### config.mk
export PLATFORM = sky130hd
export DESIGN_NAME = cu_data_write_engine
export DESIGN_NICKNAME = d
export VERILOG_FILES = /design/src/rtl/cu_data_write_engine_pkg.sv /design/src/rtl/cu_data_write_engine_fifo_data_read.sv /design/src/rtl/cu_data_write_engine.sv
export SDC_FILE = /design/constraint.sdc
export NUM_CORES = 1
export LEC_CHECK = 0
export CAP_MARGIN = 30
export CORE_MARGIN = 1.5
export CORE_UTILIZATION = 55
export DETAILED_ROUTE_END_ITERATION = 8
export MAX_ROUTING_LAYER = met4
export PLACE_DENSITY_LB_ADDON = 0.12
export SETUP_SLACK_MARGIN = 0.3
export SLEW_MARGIN = 20
export SYNTH_ARGS = -nofsm -noshare
export SYNTH_HDL_FRONTEND = slang
export SYNTH_SLANG_ARGS = --single-unit
### constraint.sdc
create_clock -name clock -period 5.7 [get_ports clock]
set_input_delay 1.14 -clock clock [delete_from_list [all_inputs] [get_ports clock]]
set_output_delay 1.14 -clock clock [all_outputs]
set_load 0.02 [all_outputs]
### src/rtl/cu_data_write_engine_pkg.sv
// rtl/cu_data_write_engine_pkg.sv - shared CU types, job descriptor, FSM states and helper functions
//
// Provides: DataRead / DataWrite beat records, cu_id_t, job_desc_t,
// wr_state_t, swap_endianness_data_write() and cmd_size_calculate().
package cu_pkg;

    localparam int DATA_SIZE_READ  = 8;
    localparam int DATA_SIZE_WRITE = DATA_SIZE_READ;
    localparam int ARRAY_SIZE      = 4;
    localparam int ARRAY_SIZE_BITS = 8;
    localparam int CU_ID_BITS      = 4;
    localparam int CMD_SIZE_MAX    = 128;

    typedef logic [CU_ID_BITS-1:0]      cu_id_t;
    typedef logic [ARRAY_SIZE_BITS-1:0] array_index_t;

    typedef struct packed {
        logic                        valid;
        cu_id_t                      cu_id;
        logic [DATA_SIZE_READ*8-1:0] data;
    } DataRead;

    typedef struct packed {
        logic                         valid;
        cu_id_t                       cu_id;
        array_index_t                 index;
        logic [DATA_SIZE_WRITE*8-1:0] data;
    } DataWrite;

    typedef struct packed {
        cu_id_t       cu_id;
        array_index_t base_index;
        array_index_t num_elements;
    } job_desc_t;

    typedef enum logic [1:0] {
        ST_IDLE,
        ST_RUN,
        ST_DONE
    } wr_state_t;

    // Full byte reversal of a read beat into write byte order.
    function automatic logic [DATA_SIZE_WRITE*8-1:0] swap_endianness_data_write(
        input logic [DATA_SIZE_READ*8-1:0] d
    );
        logic [DATA_SIZE_WRITE*8-1:0] r;
        r = '0;
        for (int i = 0; i < DATA_SIZE_WRITE; i++) begin
            r[i*8 +: 8] = d[(DATA_SIZE_READ-1-i)*8 +: 8];
        end
        return r;
    endfunction

    // Smallest power of two >= nbytes, capped at CMD_SIZE_MAX; 0 for 0 bytes.
    function automatic logic [11:0] cmd_size_calculate(input int nbytes);
        logic [11:0] s;
        s = 12'd0;
        if (nbytes > 0) begin
            s = 12'd1;
            for (int i = 0; i < 7; i++) begin
                if (int'(s) < nbytes && int'(s) < CMD_SIZE_MAX) begin
                    s = s << 1;
                end
            end
        end
        return s;
    endfunction

endpackage

### src/rtl/cu_data_write_engine_fifo_data_read.sv
// rtl/cu_data_write_engine_fifo_data_read.sv - synchronous FIFO of DataRead beats
//
// Ports: clock, rstn (async active-low), flush (drop all entries),
// push/din, pop/dout (dout shows head entry), full, empty.
// A push on a full FIFO is accepted only when a pop frees a slot in the same cycle.
module fifo_data_read
    import cu_pkg::*;
#(
    parameter int DEPTH = 16
) (
    input  logic    clock,
    input  logic    rstn,
    input  logic    flush,
    input  logic    push,
    input  DataRead din,
    input  logic    pop,
    output DataRead dout,
    output logic    full,
    output logic    empty
);

    localparam int AW = $clog2(DEPTH);

    DataRead         mem [DEPTH];
    logic [AW-1:0]   wr_ptr;
    logic [AW-1:0]   rd_ptr;
    logic [AW:0]     count;
    logic            do_push;
    logic            do_pop;

    assign full    = (count == (AW+1)'(DEPTH));
    assign empty   = (count == '0);
    assign do_pop  = pop && !empty;
    assign do_push = push && (!full || do_pop);
    assign dout    = mem[rd_ptr];

    always_ff @(posedge clock) begin
        if (do_push) begin
            mem[wr_ptr] <= din;
        end
    end

    always_ff @(posedge clock or negedge rstn) begin
        if (!rstn) begin
            wr_ptr <= '0;
            rd_ptr <= '0;
            count  <= '0;
        end else if (flush) begin
            wr_ptr <= '0;
            rd_ptr <= '0;
            count  <= '0;
        end else begin
            if (do_push) wr_ptr <= wr_ptr + 1'b1;
            if (do_pop)  rd_ptr <= rd_ptr + 1'b1;
            case ({do_push, do_pop})
                2'b10:   count <= count + 1'b1;
                2'b01:   count <= count - 1'b1;
                default: count <= count;
            endcase
        end
    end

endmodule

### src/rtl/cu_data_write_engine.sv
// rtl/cu_data_write_engine.sv - buffers DataRead beats of one job and emits byte-swapped, indexed DataWrite records
//
// Ports: clock, rstn (async active-low), enabled, start + job_{cu_id,base_index,num_elements},
// read_data_in / read_ready (FIFO not full), write_data_out / write_cmd_size / write_ready,
// busy, done (one-cycle pulse), overflow_error (sticky).
module cu_data_write_engine
    import cu_pkg::*;
#(
    parameter int DATA_BYTES = DATA_SIZE_READ,
    parameter int ELEM_BYTES = ARRAY_SIZE,
    parameter int FIFO_DEPTH = 16
) (
    input  logic         clock,
    input  logic         rstn,
    input  logic         enabled,
    input  logic         start,
    input  cu_id_t       job_cu_id,
    input  array_index_t job_base_index,
    input  array_index_t job_num_elements,
    input  DataRead      read_data_in,
    output logic         read_ready,
    output DataWrite     write_data_out,
    output logic [11:0]  write_cmd_size,
    input  logic         write_ready,
    output logic         busy,
    output logic         done,
    output logic         overflow_error
);

    localparam array_index_t ELEMS_PER_BEAT = array_index_t'(DATA_BYTES / ELEM_BYTES);

    wr_state_t    state;
    wr_state_t    state_next;
    // base_index advances by each record's element count, so it always holds the
    // index of the next record; num_elements counts down as the remaining elements.
    job_desc_t    job;
    DataRead      fifo_dout;
    logic         fifo_full;
    logic         fifo_empty;
    logic         push;
    logic         pop;
    logic         job_accept;
    logic         final_accept;
    array_index_t n_elems;

    assign job_accept   = (state == ST_IDLE) && start && enabled;
    assign push         = read_data_in.valid && (read_data_in.cu_id == job.cu_id) && (state == ST_RUN);
    // Surplus beats after the last element stay queued until the DONE flush.
    assign pop          = enabled && !fifo_empty && (state == ST_RUN) && (job.num_elements != '0)
                          && (!write_data_out.valid || write_ready);
    assign n_elems      = (job.num_elements < ELEMS_PER_BEAT) ? job.num_elements : ELEMS_PER_BEAT;
    // A valid record with nothing left to issue can only be the job's final record.
    assign final_accept = (state == ST_RUN) && write_data_out.valid && write_ready
                          && (job.num_elements == '0);

    assign read_ready = !fifo_full;
    assign busy       = (state != ST_IDLE);
    assign done       = (state == ST_DONE);

    fifo_data_read #(
        .DEPTH (FIFO_DEPTH)
    ) u_fifo (
        .clock (clock),
        .rstn  (rstn),
        .flush (state == ST_DONE),
        .push  (push),
        .din   (read_data_in),
        .pop   (pop),
        .dout  (fifo_dout),
        .full  (fifo_full),
        .empty (fifo_empty)
    );

    always_ff @(posedge clock or negedge rstn) begin
        if (!rstn) begin
            state <= ST_IDLE;
        end else begin
            state <= state_next;
        end
    end

    always_comb begin
        state_next = state;
        case (state)
            ST_IDLE: begin
                if (job_accept) begin
                    state_next = (job_num_elements == '0) ? ST_DONE : ST_RUN;
                end
            end
            ST_RUN: begin
                if (final_accept) state_next = ST_DONE;
            end
            ST_DONE: state_next = ST_IDLE;
            default: state_next = ST_IDLE;
        endcase
    end

    always_ff @(posedge clock or negedge rstn) begin
        if (!rstn) begin
            job            <= '0;
            write_data_out <= '0;
            write_cmd_size <= '0;
            overflow_error <= 1'b0;
        end else begin
            if (job_accept) begin
                job <= '{cu_id: job_cu_id, base_index: job_base_index, num_elements: job_num_elements};
            end else if (pop) begin
                job.base_index   <= job.base_index + n_elems;
                job.num_elements <= job.num_elements - n_elems;
            end

            // FIFO entries only ever hold beats of the current job's cu_id.
            if (pop) begin
                write_data_out <= '{valid: fifo_dout.valid,
                                   cu_id: fifo_dout.cu_id,
                                   index: job.base_index,
                                   data:  swap_endianness_data_write(fifo_dout.data)};
                write_cmd_size <= cmd_size_calculate(int'(n_elems) * ELEM_BYTES);
            end else if (write_ready) begin
                write_data_out.valid <= 1'b0;
            end

            if (push && fifo_full && !pop) begin
                overflow_error <= 1'b1;
            end
        end
    end

endmodule

# Word level (Yosys, flattened, before mapping)
# Memory sizes are Yosys's and may differ from the RTL's.
# Index checks and enable logic that the tools add are counted.
[totals] elab_cells=119 register_bits=125 mem_bits_rw=1104 inputBits=94 output_inout_bits=93 mem_count=1
[classes] mux=37 n_addsub=6 reduce_logical=39 magnitude_cmp=15 eq_ne=8
[memory_table] memory="u_fifo.mem" depth=16 width=69 rd=1 rd_clocked_by_memory_dff=0 wr=1 line="cu_data_write_engine_fifo_data_read.sv:24" text="DataRead mem [DEPTH];"
[ops] operator="$mux 12" count=19
[ops] operator="$lt 12x10->1" count=6
[ops] operator="$lt 12x8->1 const B" count=6
[ops] operator="$mux 16" count=2
[ops] operator="$logic_and 1x1->1" count=21
[ops] operator="$logic_not 8->1" count=2
[ops] operator="$mux 4" count=4
[ops] operator="$gt 10x1->1 const B" count=1
[ops] operator="$lt 1x10->1 const A" count=1
[ops] operator="$pmux 5 s2" count=1
[ops] operator="$reduce_bool 2->1" count=5
[ops] operator="$add 4x1->4 const B" count=2
[ops] operator="$add 8x8->8" count=1
[ops] operator="$lt 8x2->1 const B" count=1
[ops] operator="$mux 2" count=4
[ops] operator="$mux 8" count=1
[ops] operator="$reduce_bool 8->1" count=1
[ops] operator="$sub 8x8->8" count=1
[ops] operator="$add 5x1->5 const B" count=1
[ops] operator="$eq 5x5->1 const B" count=1
[ops] operator="$logic_not 5->1" count=1
[ops] operator="$mux 5" count=1
[ops] operator="$sub 5x1->5 const B" count=1
[ops] operator="$eq 2x1->1 const B" count=2
[ops] operator="other kinds (10)" count=19

# Longest topological paths before layout
# Gate-level depths: netlist of the first run.
[depth] word_depth=36 mapped_depth=25 ltp_nobuf=23

# Hierarchy
# From an unflattened synthesis of the first run, not the netlist that was laid out.
[hier_totals] cells_unflattened=2390 hier_area_um2=47307.9
[modules_own_cells] module="fifo_data_read" seq_area_each_um2=33477.1 area_each_um2=42130.4 instances=1 cells_per_inst=1801
[modules_own_cells] module="cu_data_write_engine" seq_area_each_um2=2702.6 area_each_um2=5177.5 instances=1 cells_per_inst=589

# Worst setup path before layout of the first run
# OpenSTA, ideal clock, no wires.
[synth_timing] path_kind="reg2reg" from="register job[2] in the netlist's numbering" to="register write_cmd_size[2]" slack_ns=-0.041 period_less_slack_ns=5.741 path_buffers=2 stages_incl_launch_ff=25 setup_ns=0.126 required_ns=5.574 arrival_ns=5.615 cell_sequence="dfrtp_1 or4_4 buf_6 or3_1 buf_2 ha_1 and2_1 ha_1 o21a_1 nor2_1 a21o_1 mux2i_1 inv_1 ha_1 nor4b_1 o211ai_1 o31ai_4 nor2b_1 ha_1 a21o_1 a21oi_1 nand2_1 o31ai_4 nor3_1 a221o_1"
[synth_via] elab_chain_len=35 word_cells_on_any_way=45 cone_classes="15 x order compare; 21 x mux; 9 x reduce/logical"
[synth_lines] element="from (decl)" line="cu_data_write_engine.sv:36" text="job_desc_t job;"
[synth_lines] element="from (signal assigned)" line="cu_data_write_engine.sv:106" text="job <= '{cu_id: job_cu_id, base_index: job_base_index, num_elements: job_num_elements};"
[synth_lines] element="$lt 8x2->1" line="cu_data_write_engine.sv:51" text="assign n_elems = (job.num_elements < ELEMS_PER_BEAT) ? job.num_elements : ELEMS_PER_BEAT;"
[synth_lines] element="$mux 8" line="cu_data_write_engine.sv:51"
[synth_lines] element="$lt 1x10->1" line="cu_data_write_engine_pkg.sv:61" text="if (int'(s) < nbytes && int'(s) < CMD_SIZE_MAX) begin"
[synth_lines] element="$mux 2" line="cu_data_write_engine_pkg.sv:61"
[synth_lines] element="$mux 12" line="cu_data_write_engine_pkg.sv:58" text="if (nbytes > 0) begin"
[synth_lines] element="$mux 12" line="cu_data_write_engine.sv:113" text="if (pop) begin"
[synth_lines] element="$lt 12x10->1 or $lt 12x8->1 (tied branches)" line="cu_data_write_engine_pkg.sv:61"
[synth_lines] element="$logic_and 1x1->1" line="cu_data_write_engine_pkg.sv:61"
[synth_lines] element="(+19 left out)"
[synth_lines] element="$logic_and 1x1->1" line="cu_data_write_engine_pkg.sv:61"
[synth_lines] element="$mux 12" line="cu_data_write_engine_pkg.sv:61"
[synth_lines] element="$mux 12" line="cu_data_write_engine_pkg.sv:58"
[synth_lines] element="$mux 12" line="cu_data_write_engine.sv:113"
[synth_lines] element="$lt 12x10->1 or $lt 12x8->1 (tied branches)" line="cu_data_write_engine_pkg.sv:61"
[synth_lines] element="$logic_and 1x1->1" line="cu_data_write_engine_pkg.sv:61"
[synth_lines] element="$mux 12" line="cu_data_write_engine_pkg.sv:61"
[synth_lines] element="$mux 12" line="cu_data_write_engine_pkg.sv:58"
[synth_lines] element="to (signal assigned)" line="cu_data_write_engine.sv:118" text="write_cmd_size <= cmd_size_calculate(int'(n_elems) * ELEM_BYTES);"
[synth_lines] element="to (decl)" line="cu_data_write_engine.sv:23" text="output logic [11:0] write_cmd_size,"
# Several ways; a longest one is shown, not always the timed one. The select of a mux whose other input is x is not followed.
# A chain may end at the register's enable or synchronous reset.

# Worst setup path in the final report of the first run
[layout_timing] from="register job[3] in the netlist's numbering" to="register write_cmd_size[2]"
# The elaborated chain is that of the path after synthesis.

==> out/metrics.yaml, run 1 <==
relSlewSlack_pct: 33.74
fin_area_sq_mm: 0.05565
synth_top_flop_cell: "edfxtp_1"
skew_ns: 0.02184
rsz0062_at_grt: "true"
grt_pass1_vias: 24570
r2r_setup_slack_ns: 0.24
first_iter_violations: 2273
holdWs_ns: 0.4705
report.final.slew_viol_count: 0
hold_class: "flip-flop to flip-flop"
synth_cells: 2371
ant_nets: 0
synth-seq-area-share_pct: 76.16
ys.warnings.count: 0
drcViolationCount: 0
worstMarginPinSlew_ns: 0.9903
die_h_microns: 296.9
critPathRequiredTime_ns: 6.25
maxCapViolations: 0
clkPwrFrac_pct: 30.5
cp_common_cell: "ha_4"
async_reset_ff_share_pct: 9.878
cts_inserted_buffers: 119
htreeDepth: 3
grt_max_degree: 120
cts-root-buf: "clkbuf_16"
drive_above_1_share_pct: 22.18
yosysTopAreaCellShare_pct: 69.78
p_comb_share_pct: 29.5
vias: 23630
syn_to_final_growth_pct: 17.13
clk_latency_ns: 0.69
period_minus_slack_ns: 5.460
synth-seq-cells: 1225
track_usage_pct: 24.86
synth_area_per_cell_sq_um: 20.04
cp_max_fo: 8
synth_edf_count: 1104
switching_power_w: 0.007935
dpl.cell_count: 3654
wl_per_cell_microns: 26.97
io_buffer_count: 182
path_buf_inv: 2
hold_viol: 0
finalNonFillerCells: 3905
crit_type: "flip-flop to flip-flop"
place_area_sq_mm: 0.05126
cp_top_family: "simple AND/OR/NAND/NOR gates"
setup_viol: 0
end_kind: "flip-flop"
wl_microns: 105300
cp_slowest_stage_delay_ns: 0.55
p_per_area_mw_per_mm2: 481.5
p_int_w: 0.01886
ir_drop_uv: 292.1
finalCoreUtilization_pct: 65.15
post-synth-top-count-cell: "edfxtp_1"
pwr-share-seq_pct: 40.0
dr.pass1.iters: 6
viasPerCell: 6.050
status: "finished clean"
sw_frac_of_total_pct: 29.62
yosysUniqueCellTypes: 54
nets: 2773
rows: 107
path_clk_slew_ns: 0.07
initial_core_util_pct: 55.62
antenna_found_initial: 8
ioPinCount: 187
arrival_ns: 6.01
cts.sinks: 1225
yosysTopAreaCell: "edfxtp_1"
grt_overflow_total: 0
fmax_ghz: 0.1831
hpwl_microns: 59370
cts_tree: "done"
die_x_microns: 296.9
grt_pass1_wl_microns: 158400
critPathSlowestCell: "or4_4"
die_area_sq_mm: 0.08815
synth.area.top_cells: "edfxtp_1 70%, mux4_2 13%, dfrtp_1 6.4%"
synth_common_cells: "1,104 x edfxtp_1, 282 x mux4_2, 264 x nand2_1, 121 x dfrtp_1, 95 x mux2i_1"
tns_ns: 0
start_kind: "flip-flop"
post-route-period-util_pct: 95.79
synth_area_sq_mm: 0.04751
leakage_nw: 18.74
gp_congestion: 0.8260
cp_cell_sequence: "or4_4, or3_4, ha_4, and2_4, ha_4, o21a_4, nor2_4, a21o_1, buf_4, nand2_4, inv_1, ha_1, nor4b_2, o211ai_1, o31ai_4, nor2b_4, ha_4, a21o_1, a21oi_2, nand2_2, o31ai_4, nor3_1, a221o_1"
core-area_sq_mm: 0.08541
clockBufferDepth: 3
==> cell usage in the layout, fill, tap and decap left out, types with 4 or more instances in the layout <==
cell and count:
inv_1 17, ha_1 22, conb_1 19, clkinv_1 19, clkbuf_16 121, edfxtp_1 1104
o221ai_1 42, mux4_2 282, nand3_1 4, nor4_1 8, buf_12 25, diode_2 6
dfrtp_1 117, nand2b_1 4, o21ai_0 53, or3_1 4, a21oi_1 19, a21o_1 8
clkinvlp_4 8, clkinv_2 28, clkdlybuf4s50_1 181, and2_4 17, mux2i_1 92, clkbuf_8 10
a221o_1 7, nor2_1 71, xnor2_1 8, clkbuf_1 17, o21bai_1 4, xor2_1 11
nand4_1 7, buf_4 54, bufinv_16 18, nor3_1 10, nand2_1 262, a22oi_1 6
dfrtp_4 4
==> layer usage <==
layer / vias to the layer above / share of wire (%) / track usage, %
met3: 134 / 6.1 / 4.016
met5: - / 0 / -
li1: 10150 / - / -
met1: 12530 / 42 / 34.12
met4: 0 / 1.9 / 6.122
met2: 810 / 50 / 39.63
==> per-stage QoR <==
step,setup slack (ns),power (W)
after floorplan,0.3532,0.01606
after global placement,0.1169,0.01852
after detailed placement,-0.1699,0.01868
after CTS,0.3079,0.02691
after global routing,0.09764,0.02794
final,0.2399,0.02679
==> sequential cells by signal, summed over array words and instances (netlist names) <==
signal and count:
u_fifo.count 5, write_data_out 77, u_fifo.rd_ptr 4, job 20, state 2, write_cmd_size 8
u_fifo.mem 1104, u_fifo.wr_ptr 4, overflow_error 1
==> worst paths after layout <==
| kind | from | to | cells past startpoint |
|---|---|---|---|
| worst max-delay path | job[3] | write_cmd_size[2] | 23 |
| worst min-delay path | write_data_out[32] | write_data_out[32] | 2 |
| worst max register to register | job[3] | write_cmd_size[2] | 23 |
| worst min register to register | write_data_out[32] | write_data_out[32] | 2 |
| max in group asynchronous | rstn | u_fifo.rd_ptr[3] | 2 |
| min in group asynchronous | rstn | write_data_out[64] | 1 |
==> power groups by stage <==
stage | registers, W | logic, W | clock network, W
after floorplan | 0.0110 | 0.00503 | 0
after global placement | 0.0110 | 0.00755 | 0
after detailed placement | 0.0109 | 0.00776 | 0
after CTS | 0.0107 | 0.00787 | 0.00831
after global routing | 0.0108 | 0.00850 | 0.00865
final | 0.0107 | 0.00790 | 0.00817
==> area by class of cell <==
type | instances | area (sq um)
Sequential cell | 1225 | 36190
Fill cell | 5728 | 29770
Multi-Input combinational cell | 1022 | 11030
Clock buffer | 148 | 3229
Timing Repair Buffer | 263 | 2768
Tap cell | 1144 | 1431
Clock inverter | 79 | 910.9
Inverter | 18 | 68.82
Antenna cell | 6 | 15.01
==> kinds of logic (layout without fill, tap and decap cells) <==
logic type      Yosys count  in the layout  share of synthesized area (%)
compound gates          163            163                          2.418
xor+xnor                 19             19                         0.3503
fa+ha+maj                30             30                         0.8217
buf+inv                 141            508                          1.175
flops                  1225           1225                          76.16
mux                     378            378                          15.39
other cells               2             25                        0.01581
simple gates            413            413                          3.669
==> what timing repair did <==
action,in CTS,in global routing
buffers inserted,7,10
hold buffers,0,0
setup endpoints to repair,7,7
pin swaps,5,15
resized for setup,6,11
==> worst min-delay path: stages (launching register included) <==
cell and delay [ns]:
dfrtp_1 0.34, nand2_1 0.05, nand2_1 0.06
No activity file was read; power rests on OpenSTA's default activity.
==> inputs of run 2 (changes only) <==
--- a/config.mk
+++ b/config.mk
@@ -6,8 +6,8 @@
 export NUM_CORES = 1
 export LEC_CHECK = 0
 export CAP_MARGIN = 30
-export CORE_MARGIN = 1.5
-export CORE_UTILIZATION = 55
+export CORE_MARGIN = 4
+export CORE_UTILIZATION = 30
 export DETAILED_ROUTE_END_ITERATION = 8
 export MAX_ROUTING_LAYER = met4
 export PLACE_DENSITY_LB_ADDON = 0.12
==> out/metrics.yaml, run 2 (same netlist as run 1, synthesis figures left out) <==
status: "finished clean"
cp_max_fo: 8  # unchanged
holdWs_ns: 0.3131  # -0.1574 ns
final-seq-area_sq_mm: 0.03619  # unchanged
crit_type: "flip-flop to flip-flop"
path_buf_inv: 1  # -1
fmax_ghz: 0.1849  # +0.94%
drcViolationCount: 0  # unchanged
largest_register: "u_fifo.mem"
nets: 2811  # +1.4%
report.final.slew_viol_count: 0  # unchanged
period_minus_slack_ns: 5.409  # -0.05095 ns
rr_worst_depth: 22  # -4.3%
worstMarginPinSlew_ns: 0.9682  # -0.02205 ns
arrival_ns: 6.05  # +0.04 ns
skew_ns: 0.02843  # +0.006589 ns
htreeDepth: 4  # +1
worstReg2RegStart: "job[4]"
die_x_microns: 405.9  # +37%
finalCoreUtilization_pct: 36.53  # -29 points
dr.pass1.iters: 5  # -1
maxCapViolations: 0  # unchanged
antenna_found_initial: 19  # +11
critPathRequiredTime_ns: 6.34  # +0.09 ns
viasPerCell: 4.903  # -19%
cp_slowest_stage_delay_ns: 0.53  # -0.02 ns
cp_top_family: "compound AO/OA/AOI/OAI gates"
grt_overflow_total: 0  # unchanged
core-area_sq_mm: 0.1568  # +84%
multi_input_area_sq_mm: 0.01100  # -0.24%
gp_congestion: 0.7892  # -4.5%
grt_max_degree: 80  # -33%
clockBufferDepth: 3  # unchanged
r2r_setup_slack_ns: 0.29  # +0.05 ns
wl_microns: 125600  # +19%
r2r_end: "write_cmd_size[2]"
p_per_area_mw_per_mm2: 481.3  # about the same
cp.depth: 22  # -4.3%
n_fill_cell: 14470  # +150%
ioPinCount: 187  # unchanged
path_clk_slew_ns: 0.06  # about the same
first_iter_violations: 1631  # -28%
reg_top3: "u_fifo.mem x1104, write_data_out x77, job x20"
end_kind: "flip-flop"
ir_drop_uv: 279.9  # -4.2%
largest_reg_flops: 1104  # unchanged
cts_inserted_buffers: 141  # +18%
io_buffer_count: 182  # unchanged
cp_common_cell: "ha_4"
cts_tree: "done"
die_area_sq_mm: 0.1648  # +87%
vias: 23860  # +0.98%
start_kind: "flip-flop"
layout_common_cells: "1,104 x edfxtp_1, 282 x mux4_2, 262 x nand2_1"
dpl.cell_count: 4589  # +26%
final_common_cell: "edfxtp_1"
initial_core_util_pct: 30.31  # -25 points
relSlewSlack_pct: 34.86  # +1.1 points
drive_above_1_share_pct: 22.44  # +0.27 points
hold_viol: 0  # unchanged
clk_latency_ns: 0.76  # +0.07 ns
hpwl_microns: 71710  # +21%
setup_viol: 0  # unchanged
rows: 145  # +36%
grt_pass1_vias: 25210  # +2.6%
post-route-period-util_pct: 94.90  # -0.89 points
wl_per_cell_microns: 25.81  # -4.3%
critPathSlowestCell: "or4_4"
syn_to_final_growth_pct: 20.54
finalNonFillerCells: 4866  # +25%
leakage_nw: 19.00  # +1.4%
cts.sinks: 1225  # unchanged
tns_ns: 0  # unchanged
cts-root-buf: "clkbuf_16"
cp_cell_sequence: "or4_4, or3_4, ha_4, and2_4, ha_4, o21a_1, nor2_2, a21o_1, mux2i_2, inv_1, ha_2, nor4b_2, o211ai_1, o31ai_4, nor2b_4, ha_4, a21o_1, a21oi_2, nand2_2, o31ai_4, nor3_1, a221o_1"
ant_nets: 0  # unchanged
track_usage_pct: 15.70  # -9.2 points
hold_class: "input pin to asynchronous set/reset pin"
rsz0062_at_grt: "true"
die_h_microns: 405.9  # +37%
grt_pass1_wl_microns: 181800  # +15%
run 2: cell types whose count changed in the layout (fill, tap and decap cells not counted), sizes merged:
| cell | change |
|---|---|
| clkinv | +4 |
| buf | +16 |
| bufinv | -10 |
| inv | +8 |
| diode | +4 |
| clkinvlp | -5 |
| clkbuf | +30 |
run 2: layout make-up:
cell class,count,share of cell area (%)
clock buffers,178,6.531
well taps,2058,4.497
multi-input cells,1022,19.21
inverters,18,0.1224
repair buffers,279,5.216
diodes,10,0.04370
clock inverters,76,1.169
flip-flops and latches,1225,63.21
run 2: layer usage:
layer	wire [microns]	global-route usage, %	up-vias
met4	2643	4.244	0
li1	-	-	10270
met2	59470	24.38	572
met3	5722	2.993	181
met1	57730	21.29	12840
met5	0	-	-
run 2: power breakdown:
part           internal [W]  switching [W]  leakage, nW  total [W]
clock               0.00503        0.00365         2.16    0.00868
sequential           0.0103       0.000546         11.4     0.0108
combinational       0.00372        0.00434         5.42    0.00805
run 2: what timing repair did:
action                                  4_1_cts  5_1_grt
pin swaps                                     4       17
buffers inserted                              4        8
hold buffers                                  0        0
endpoints found under the setup margin        7        7
resized for setup                             4        9
run 2: worst max-delay path by stage:
stage,slack (ns),to,startpoint
4_1_cts,0.31,write_cmd_size[2],job[5]
3_3_place_gp,0.12,write_cmd_size[2],job[3]
2_1_floorplan,0.35,write_cmd_size[2],job[3]
6_report,0.29,write_cmd_size[2],job[4]
5_1_grt,0.06,write_cmd_size[5],job[4]
3_5_place_dp,0.06,write_cmd_size[2],job[3]
run 2: stage by stage:
stage / cell area, sq um / setup slack [ns] / total power, W
global route: 57260 / 0.05514 / 0.02900
CTS: 57110 / 0.3103 / 0.02799
finish: 57260 / 0.2909 / 0.02756
floorplan: 47640 / 0.3532 / 0.01606
global placement: 52590 / 0.1240 / 0.01908
detailed placement: 52650 / 0.05895 / 0.01915
